==> config.mk <==
export PLATFORM = sky130hd
export DESIGN_NAME = ttw_mem_arb
export DESIGN_NICKNAME = d
export VERILOG_FILES = /design/src/rtl/ttw_mem_arb_pkg.sv /design/src/rtl/ttw_out_cnt.sv /design/src/rtl/ttw_mem_arb.sv
export SDC_FILE = /design/constraint.sdc
export NUM_CORES = 1
export LEC_CHECK = 0
export CAP_MARGIN = 15
export CORE_AREA = 8 8 675 677
export DETAILED_ROUTE_END_ITERATION = 10
export DIE_AREA = 0 0 683 685
export PLACE_DENSITY_LB_ADDON = 0.25
export RECOVER_POWER = 25
export SYNTH_ARGS = -nofsm -noshare
export SYNTH_HDL_FRONTEND = slang
export SYNTH_HIERARCHICAL = 1
export SYNTH_SLANG_ARGS = --single-unit
==> constraint.sdc <==
create_clock -name clock -period 5.9 [get_ports clock]
set_input_delay 0.885 -clock clock [delete_from_list [all_inputs] [get_ports clock]]
set_output_delay 0.885 -clock clock [all_outputs]
set_load 0.01 [all_outputs]
==> src/rtl/ttw_mem_arb_pkg.sv <==
// Shared definitions for the translation-walker memory arbiter: default widths,
// source encoding, arbitration pointer states and the request word layout.
package ttw_mem_arb_pkg;

  localparam int unsigned IDX_W   = 6;
  localparam int unsigned MCN_W   = 52;
  localparam int unsigned DAT_W   = 512;
  localparam int unsigned MAX_OUT = 8;

  localparam logic SRC_ILB = 1'b0;
  localparam logic SRC_DLB = 1'b1;

  typedef enum logic {
    RR_ILB = 1'b0,
    RR_DLB = 1'b1
  } rr_e;

  typedef struct packed {
    logic [IDX_W:0]   idx;
    logic [MCN_W-1:0] mcn;
  } mem_req_t;

endpackage

==> src/rtl/ttw_out_cnt.sv <==
// Per-requester outstanding-request counter, bounded to [0, MAX_OUT].
module ttw_out_cnt #(
  parameter int unsigned MAX_OUT = 8
) (
  input  logic clock,
  input  logic reset,
  input  logic inc,
  input  logic dec,
  input  logic pend,
  output logic full,
  output logic empty,
  output logic err
);

  localparam int unsigned CNT_W = $clog2(MAX_OUT) + 1;
  localparam logic [CNT_W-1:0] MAX_CNT = CNT_W'(MAX_OUT);

  logic [CNT_W-1:0] cnt_q, cnt_d;
  logic             inc_ok, dec_ok;

  // A request parked in the output register is already committed, so it
  // counts toward the limit before it is actually issued.
  assign full  = (cnt_q + CNT_W'(pend)) >= MAX_CNT;
  assign empty = (cnt_q == '0);
  assign err   = dec && empty;

  always_comb begin
    inc_ok = inc && (cnt_q != MAX_CNT);
    dec_ok = dec && !empty;
    cnt_d  = cnt_q;
    if (inc_ok && !dec_ok) begin
      cnt_d = cnt_q + CNT_W'(1);
    end else if (dec_ok && !inc_ok) begin
      cnt_d = cnt_q - CNT_W'(1);
    end
  end

  always_ff @(posedge clock or negedge reset) begin
    if (!reset) begin
      cnt_q <= '0;
    end else begin
      cnt_q <= cnt_d;
    end
  end

endmodule

==> src/rtl/ttw_mem_arb.sv <==
// Round-robin arbiter merging ILB and DLB walker line requests onto one memory
// port through a single output register, with combinational response routing.
module ttw_mem_arb #(
  parameter int unsigned IDX_W   = ttw_mem_arb_pkg::IDX_W,
  parameter int unsigned MCN_W   = ttw_mem_arb_pkg::MCN_W,
  parameter int unsigned DAT_W   = ttw_mem_arb_pkg::DAT_W,
  parameter int unsigned MAX_OUT = ttw_mem_arb_pkg::MAX_OUT
) (
  input  logic             clock,
  input  logic             reset,

  input  logic             ilb_req_i_valid,
  output logic             ilb_req_i_ready,
  input  logic [IDX_W-1:0] ilb_req_i_bits_idx,
  input  logic [MCN_W-1:0] ilb_req_i_bits_mcn,

  input  logic             dlb_req_i_valid,
  output logic             dlb_req_i_ready,
  input  logic [IDX_W-1:0] dlb_req_i_bits_idx,
  input  logic [MCN_W-1:0] dlb_req_i_bits_mcn,

  output logic             mem_req_o_valid,
  input  logic             mem_req_o_ready,
  output logic [IDX_W:0]   mem_req_o_bits_idx,
  output logic [MCN_W-1:0] mem_req_o_bits_mcn,

  input  logic             mem_res_i_valid,
  output logic             mem_res_i_ready,
  input  logic [IDX_W:0]   mem_res_i_bits_idx,
  input  logic [DAT_W-1:0] mem_res_i_bits_data,

  output logic             ilb_res_o_valid,
  input  logic             ilb_res_o_ready,
  output logic [IDX_W-1:0] ilb_res_o_bits_idx,
  output logic [DAT_W-1:0] ilb_res_o_bits_data,

  output logic             dlb_res_o_valid,
  input  logic             dlb_res_o_ready,
  output logic [IDX_W-1:0] dlb_res_o_bits_idx,
  output logic [DAT_W-1:0] dlb_res_o_bits_data,

  output logic             busy_o
);

  import ttw_mem_arb_pkg::*;

  rr_e              rr_q, rr_d;
  logic             req_vld_q, req_vld_d;
  logic [IDX_W:0]   req_idx_q, req_idx_d;
  logic [MCN_W-1:0] req_mcn_q, req_mcn_d;

  logic load_ok, ilb_elig, dlb_elig, ilb_gnt, dlb_gnt, ilb_acc, dlb_acc;
  logic mem_fire, req_src, res_src;
  logic ilb_inc, dlb_inc, ilb_dec, dlb_dec, ilb_pend, dlb_pend;
  logic full_i, full_d, empty_i, empty_d, err_i, err_d;

  always_comb begin
    load_ok  = reset && (!req_vld_q || mem_req_o_ready);
    ilb_elig = ilb_req_i_valid && !full_i;
    dlb_elig = dlb_req_i_valid && !full_d;
    ilb_gnt  = ilb_elig && (!dlb_elig || (rr_q == RR_ILB));
    dlb_gnt  = dlb_elig && !ilb_gnt;
    ilb_acc  = load_ok && ilb_gnt;
    dlb_acc  = load_ok && dlb_gnt;
  end

  assign ilb_req_i_ready = ilb_acc;
  assign dlb_req_i_ready = dlb_acc;

  always_comb begin
    rr_d      = rr_q;
    req_vld_d = req_vld_q;
    req_idx_d = req_idx_q;
    req_mcn_d = req_mcn_q;
    if (ilb_acc) begin
      rr_d = RR_DLB;
    end else if (dlb_acc) begin
      rr_d = RR_ILB;
    end
    if (load_ok) begin
      req_vld_d = ilb_acc || dlb_acc;
      if (ilb_acc) begin
        req_idx_d = {SRC_ILB, ilb_req_i_bits_idx};
        req_mcn_d = ilb_req_i_bits_mcn;
      end else if (dlb_acc) begin
        req_idx_d = {SRC_DLB, dlb_req_i_bits_idx};
        req_mcn_d = dlb_req_i_bits_mcn;
      end
    end
  end

  always_ff @(posedge clock or negedge reset) begin
    if (!reset) begin
      rr_q      <= RR_ILB;
      req_vld_q <= 1'b0;
      req_idx_q <= '0;
      req_mcn_q <= '0;
    end else begin
      rr_q      <= rr_d;
      req_vld_q <= req_vld_d;
      req_idx_q <= req_idx_d;
      req_mcn_q <= req_mcn_d;
    end
  end

  assign mem_req_o_valid    = req_vld_q;
  assign mem_req_o_bits_idx = req_idx_q;
  assign mem_req_o_bits_mcn = req_mcn_q;

  always_comb begin
    req_src  = req_idx_q[IDX_W];
    mem_fire = req_vld_q && mem_req_o_ready;
    ilb_inc  = mem_fire && (req_src == SRC_ILB);
    dlb_inc  = mem_fire && (req_src == SRC_DLB);
    ilb_pend = req_vld_q && (req_src == SRC_ILB);
    dlb_pend = req_vld_q && (req_src == SRC_DLB);
  end

  always_comb begin
    res_src             = mem_res_i_bits_idx[IDX_W];
    ilb_res_o_valid     = mem_res_i_valid && (res_src == SRC_ILB);
    dlb_res_o_valid     = mem_res_i_valid && (res_src == SRC_DLB);
    ilb_res_o_bits_idx  = mem_res_i_bits_idx[IDX_W-1:0];
    dlb_res_o_bits_idx  = mem_res_i_bits_idx[IDX_W-1:0];
    ilb_res_o_bits_data = mem_res_i_bits_data;
    dlb_res_o_bits_data = mem_res_i_bits_data;
    mem_res_i_ready     = (res_src == SRC_DLB) ? dlb_res_o_ready : ilb_res_o_ready;
    ilb_dec             = ilb_res_o_valid && ilb_res_o_ready;
    dlb_dec             = dlb_res_o_valid && dlb_res_o_ready;
  end

  ttw_out_cnt #(.MAX_OUT(MAX_OUT)) u_cnt_i (
    .clock (clock),
    .reset (reset),
    .inc   (ilb_inc),
    .dec   (ilb_dec),
    .pend  (ilb_pend),
    .full  (full_i),
    .empty (empty_i),
    .err   (err_i)
  );

  ttw_out_cnt #(.MAX_OUT(MAX_OUT)) u_cnt_d (
    .clock (clock),
    .reset (reset),
    .inc   (dlb_inc),
    .dec   (dlb_dec),
    .pend  (dlb_pend),
    .full  (full_d),
    .empty (empty_d),
    .err   (err_d)
  );

  assign busy_o = req_vld_q || !empty_i || !empty_d;

  // A response for a requester with nothing outstanding is still routed.
  a_res_underflow: assert property (@(posedge clock) disable iff (!reset)
    !(err_i || err_d));

  a_req_stable: assert property (@(posedge clock) disable iff (!reset)
    (mem_req_o_valid && !mem_req_o_ready) |=>
      (mem_req_o_valid && $stable(mem_req_o_bits_idx) && $stable(mem_req_o_bits_mcn)));

endmodule

# Word level (Yosys, flattened, before mapping)
# Cells that the tools add are included.
# op_classes
n_reduce_logical,46
bitwise,3
n_lt_le_gt_ge,2
eq_ne,2
n_addsub,6
n_mux,11
# ops
cell,n
52-bit two-way mux,2
1-bit logical AND,24
4-bit two-way mux,4
7-bit two-way mux,2
1-bit zero test,11
4-bit by 1-bit adder with 4-bit output,2
"4-bit by 1-bit adder with 4-bit output, second input constant",2
"4-bit greater-or-equal comparator, second input constant",2
4-bit zero test,2
"4-bit inequality test, second input constant",2
"4-bit by 1-bit subtractor with 4-bit output, second input constant",2
2-bit nonzero test,3
1-bit logical OR,5
1-bit two-way mux,3
1-bit NOT,3
2-bit AND reduction,1
# word_totals
ff_bits,69
elab_cells,76
input_bits,643
out_inout_bits,1102

# Longest topological paths before layout
# depth
depth_word,13
ltp_mapped,10
ltp_nobuf,9

# Modules after synthesis
# The synthesis kept the hierarchy.
# by_module_without_submodules
module,cells_each,seq_area_each_um2,area_each_um2,instances
ttw_mem_arb,1315,1526.5,10742.8,1
ttw_out_cnt,36,100.1,361.6,2

# Worst setup path before layout
# No wires, ideal clock.
# synth_timing
kind,input to register
start,in mem_res_i_valid
end,reg u_cnt_i.cnt_q[3]
n_path_buf,0
setup_slack_ns,3.105
setup_time_ns,0.129
arrival_time_ns,2.667
path_stages,9
path_cell_list,nor2b_1 > and2_1 > nand2b_1 > ha_1 > inv_1 > ha_1 > or4_4 > o211ai_2 > o211ai_2
# synth_via
elab_chain_cells,6
word_cells_on_any_way,8
# synth_rtl
element,line_no,source
start: declaration,ttw_mem_arb.sv:27,"input logic mem_res_i_valid,"
1-bit logical AND *,ttw_mem_arb.sv:121,ilb_res_o_valid = mem_res_i_valid && (res_src == SRC_ILB);
1-bit logical AND *,ttw_mem_arb.sv:128,ilb_dec = ilb_res_o_valid && ilb_res_o_ready;
via ilb_dec,ttw_mem_arb.sv:54,"logic ilb_inc, dlb_inc, ilb_dec, dlb_dec, ilb_pend, dlb_pend;"
1-bit logical AND *,ttw_out_cnt.sv:29,dec_ok = dec && !empty;
1-bit zero test,ttw_out_cnt.sv:31,if (inc_ok && !dec_ok) begin
1-bit logical AND,ttw_out_cnt.sv:31,
4-bit two-way mux / 2-bit nonzero test (equally long branches),-,
end signal: assignment,ttw_out_cnt.sv:42,cnt_q <= cnt_d;
end: declaration,ttw_out_cnt.sv:18,"logic [CNT_W-1:0] cnt_q, cnt_d;"
# The timed path passes the listed nets; every way through them passes the cells marked *.
# A chain may end at the register's enable or synchronous reset.

# Worst setup path in the final report
# layout_timing
start,in mem_res_i_bits_idx[6]
end,out mem_res_i_ready
# layout_via
elab_chain_cells,1
# layout_rtl
element,line_no,source
start: declaration,ttw_mem_arb.sv:29,"input logic [IDX_W:0] mem_res_i_bits_idx,"
1-bit two-way mux,ttw_mem_arb.sv:127,mem_res_i_ready = (res_src == SRC_DLB) ? dlb_res_o_ready : ilb_res_o_ready;
end: declaration,ttw_mem_arb.sv:28,"output logic mem_res_i_ready,"
# Every way passes these cells.

==> impl_summary.md <==
Timing
The number of hold-slack violations in the final timing report was 0. The worst-margin pin slew is 771 ps. The tightest hold path in the finished design has a slack of 503 ps.

The worst slew slack as a fraction of its limit is 48.6%. Setup violations remaining at the end of the flow were counted as 0. The count of final max-slew check failures is 0. Setup repair after global routing left no endpoint under its margin. The worst clock skew is 37.0 ps. The clock period minus worst slack is 3790 ps. Summed over all failing endpoints, the final setup total negative slack is 0 ps. For this run, the top clock speed supported by timing is 264 MHz. The worst path uses 64.3% of the clock period.

Floorplanning
From left edge to right edge, the die measures 683 um. The floorplan step defined a die boundary enclosing 468000 um2. The initialized floorplan defines 245 standard-cell rows. The top-level port count is 1745. The floorplan step set the die height to 685 um. The total area inside the core boundary comes to 444000 um2.

The initial utilization of the core area, before any placement, comes to 2.58%.

Place
At the end of routability-driven placement, the weighted congestion stood at 0.677. In this run the cell area measured after placement is 12800 um2. The count of port buffers added during placement is 190. The detailed-placement wirelength estimate is 261 mm.

Final layout
The proportion of layout cells with a drive suffix above 1 is 5.60%. The final core utilization is 2.95%. From synthesis to final layout, the design area changed by 14.6%. Leaving out fill and tap cells, the most frequent cell in the layout is sky130_fd_sc_hd__clkdlybuf4s50_1.

The flip-flop and latch area is 1730 um2. Once layout is done, the placed cells without fillers occupy 13100 um2. In the layout the commonest cells are sky130_fd_sc_hd__clkdlybuf4s50_1 (189), sky130_fd_sc_hd__dfrtp_1 (69), sky130_fd_sc_hd__a21oi_1 (64). Fill cells in the final layout number 52900. At the end of the flow, the number of nets in the layout was 1185. The area of the multi-input gates is 1730 um2.

The diode insertion count for antenna repair is 0.

Setup path
The worst setup path is launched from a primary input. Measured in cells, the most critical reg-to-reg path has a length of 9. At the worst endpoint, the arrival time is 2910 ps.

The path type of the worst setup path is primary input to primary output. STA classifies the critical path endpoint as a primary output. The worst-path maximum fanout is 4. Data on the critical path is required at its endpoint by 5020 ps.

Pwr
The maximum resistive drop on vdd is 0.162 mV. Power spread over the standard cell area amounts to 248 nW/um2. Summed over all cells, the static leakage comes to 2.69 nW.

Global route
The number of antenna violations at the first check in global routing was 2. The overflow left after global routing is 0. The wire length of the first global-routing pass is 293 mm. Entering global routing, the biggest net connects 119 pins. The number of global-route vias before repair is 5985. The global-route usage over all layers is 11.2%.

Detailed routing
The first routing iteration left 534 violations. Dividing the detail-routed wire length by the instance count gives 42.5 um. The routed layout has 6390 vias. In the routed design, unresolved DRC markers number 0. The detailed-route wire length is 275 mm. The number of routed nets with antenna violations is 0. The number of vias per cell is 0.989. The number of iterations in the first detailed-routing pass is 5.

Clock network
The H-tree was split into 3 levels. The number of instances resized during post-cts repair is 0. The buffer type at the clock tree root is sky130_fd_sc_hd__clkbuf_16. The number of buffers on the longest clock path is 2. The clock insertion delay at the later pin of the skew report is 430 ps.

Buffers added to address setup during post-CTS repair amount to 0. The number of sinks on the clock net is 69. Buffers inserted during clock tree synthesis total 9. The quantity of hold-fixing buffers added after cts is 0. TritonCTS built the clock tree. The CTS clock-pin slew for the worst setup and hold paths is 70 ps.

Run status
The flow ran to the end, and the final reports show no timing, DRC or antenna violations.

Worst hold path
The worst hold path depth is 2. The worst min-delay path category is register to register.

Logic synthesis
The post-synthesis net count is 2038. The Yosys step of the flow raised 6 warnings. After technology mapping, the gate count stands at 1385. The average footprint of a synthesized cell is 8.27 um2. The cell area after synthesis is 11500 um2.

Job
The max-capacitance violation count is 0.
-- metal layers --
metal / vias up / global-route usage [%] / wire length [um]
met5: - / 3.03 / 1810
met1: 2431 / 4.41 / 38000
li1: 1587 / - / -
met4: 30 / 3.10 / 8800
met2: 2116 / 16.9 / 117000
met3: 226 / 21.3 / 110000
-- critical path, stage by stage --
cell and delay, ps:
sky130_fd_sc_hd__clkdlybuf4s50_1 810, sky130_fd_sc_hd__mux2_1 540, sky130_fd_sc_hd__clkdlybuf4s50_1 640
-- layout make-up --
cell class / count / share of cell area (%)
well taps: 5928 / 56.5
repair buffers: 194 / 14.8
multi-input cells: 254 / 13.2
flip-flops and latches: 69 / 13.2
clock buffers: 9 / 1.72
clock inverters: 6 / 0.486
inverters: 4 / 0.114
-- sequential cells by signal (all words and copies together), names as in the netlist --
| name | flops |
|---|---|
| mem_req_o_bits_mcn | 52 |
| mem_req_o_bits_idx | 7 |
| u_cnt_i/cnt_q | 4 |
| mem_req_o_valid | 1 |
| u_cnt_d/cnt_q | 4 |
| rr_q | 1 |
-- worst paths after layout --
kind,startpoint,endpoint,slack [ps]
setup / recovery,mem_res_i_bits_idx[6],mem_res_i_ready,2110
hold / removal,rr_q,rr_q,500
setup reg to reg,mem_req_o_valid,mem_req_o_bits_mcn[33],2820
hold reg to reg,rr_q,rr_q,500
max in group asynchronous,reset,mem_req_o_bits_mcn[6],4200
min in group asynchronous,reset,mem_req_o_bits_mcn[22],520
-- metrics by stage --
stage / setup slack [ps] / total power, W / cells
after floorplan: 3120 / 0.00229 / 1385
after global placement: 1930 / 0.00270 / 6449
after detailed placement: 1930 / 0.00271 / 6449
after CTS: 1920 / 0.00344 / 6464
after global routing: 2060 / 0.00354 / 6464
final: 2110 / 0.00325 / 6464
-- power by group --
group          leakage (nW)  switching, W  internal, W
Clock                 0.138      0.000333     0.000327
Sequential            0.785      0.000265     0.000713
Combinational          1.77      0.000872     0.000741
Total                  2.69       0.00147      0.00178
Power figures use the tool's default switching activity.
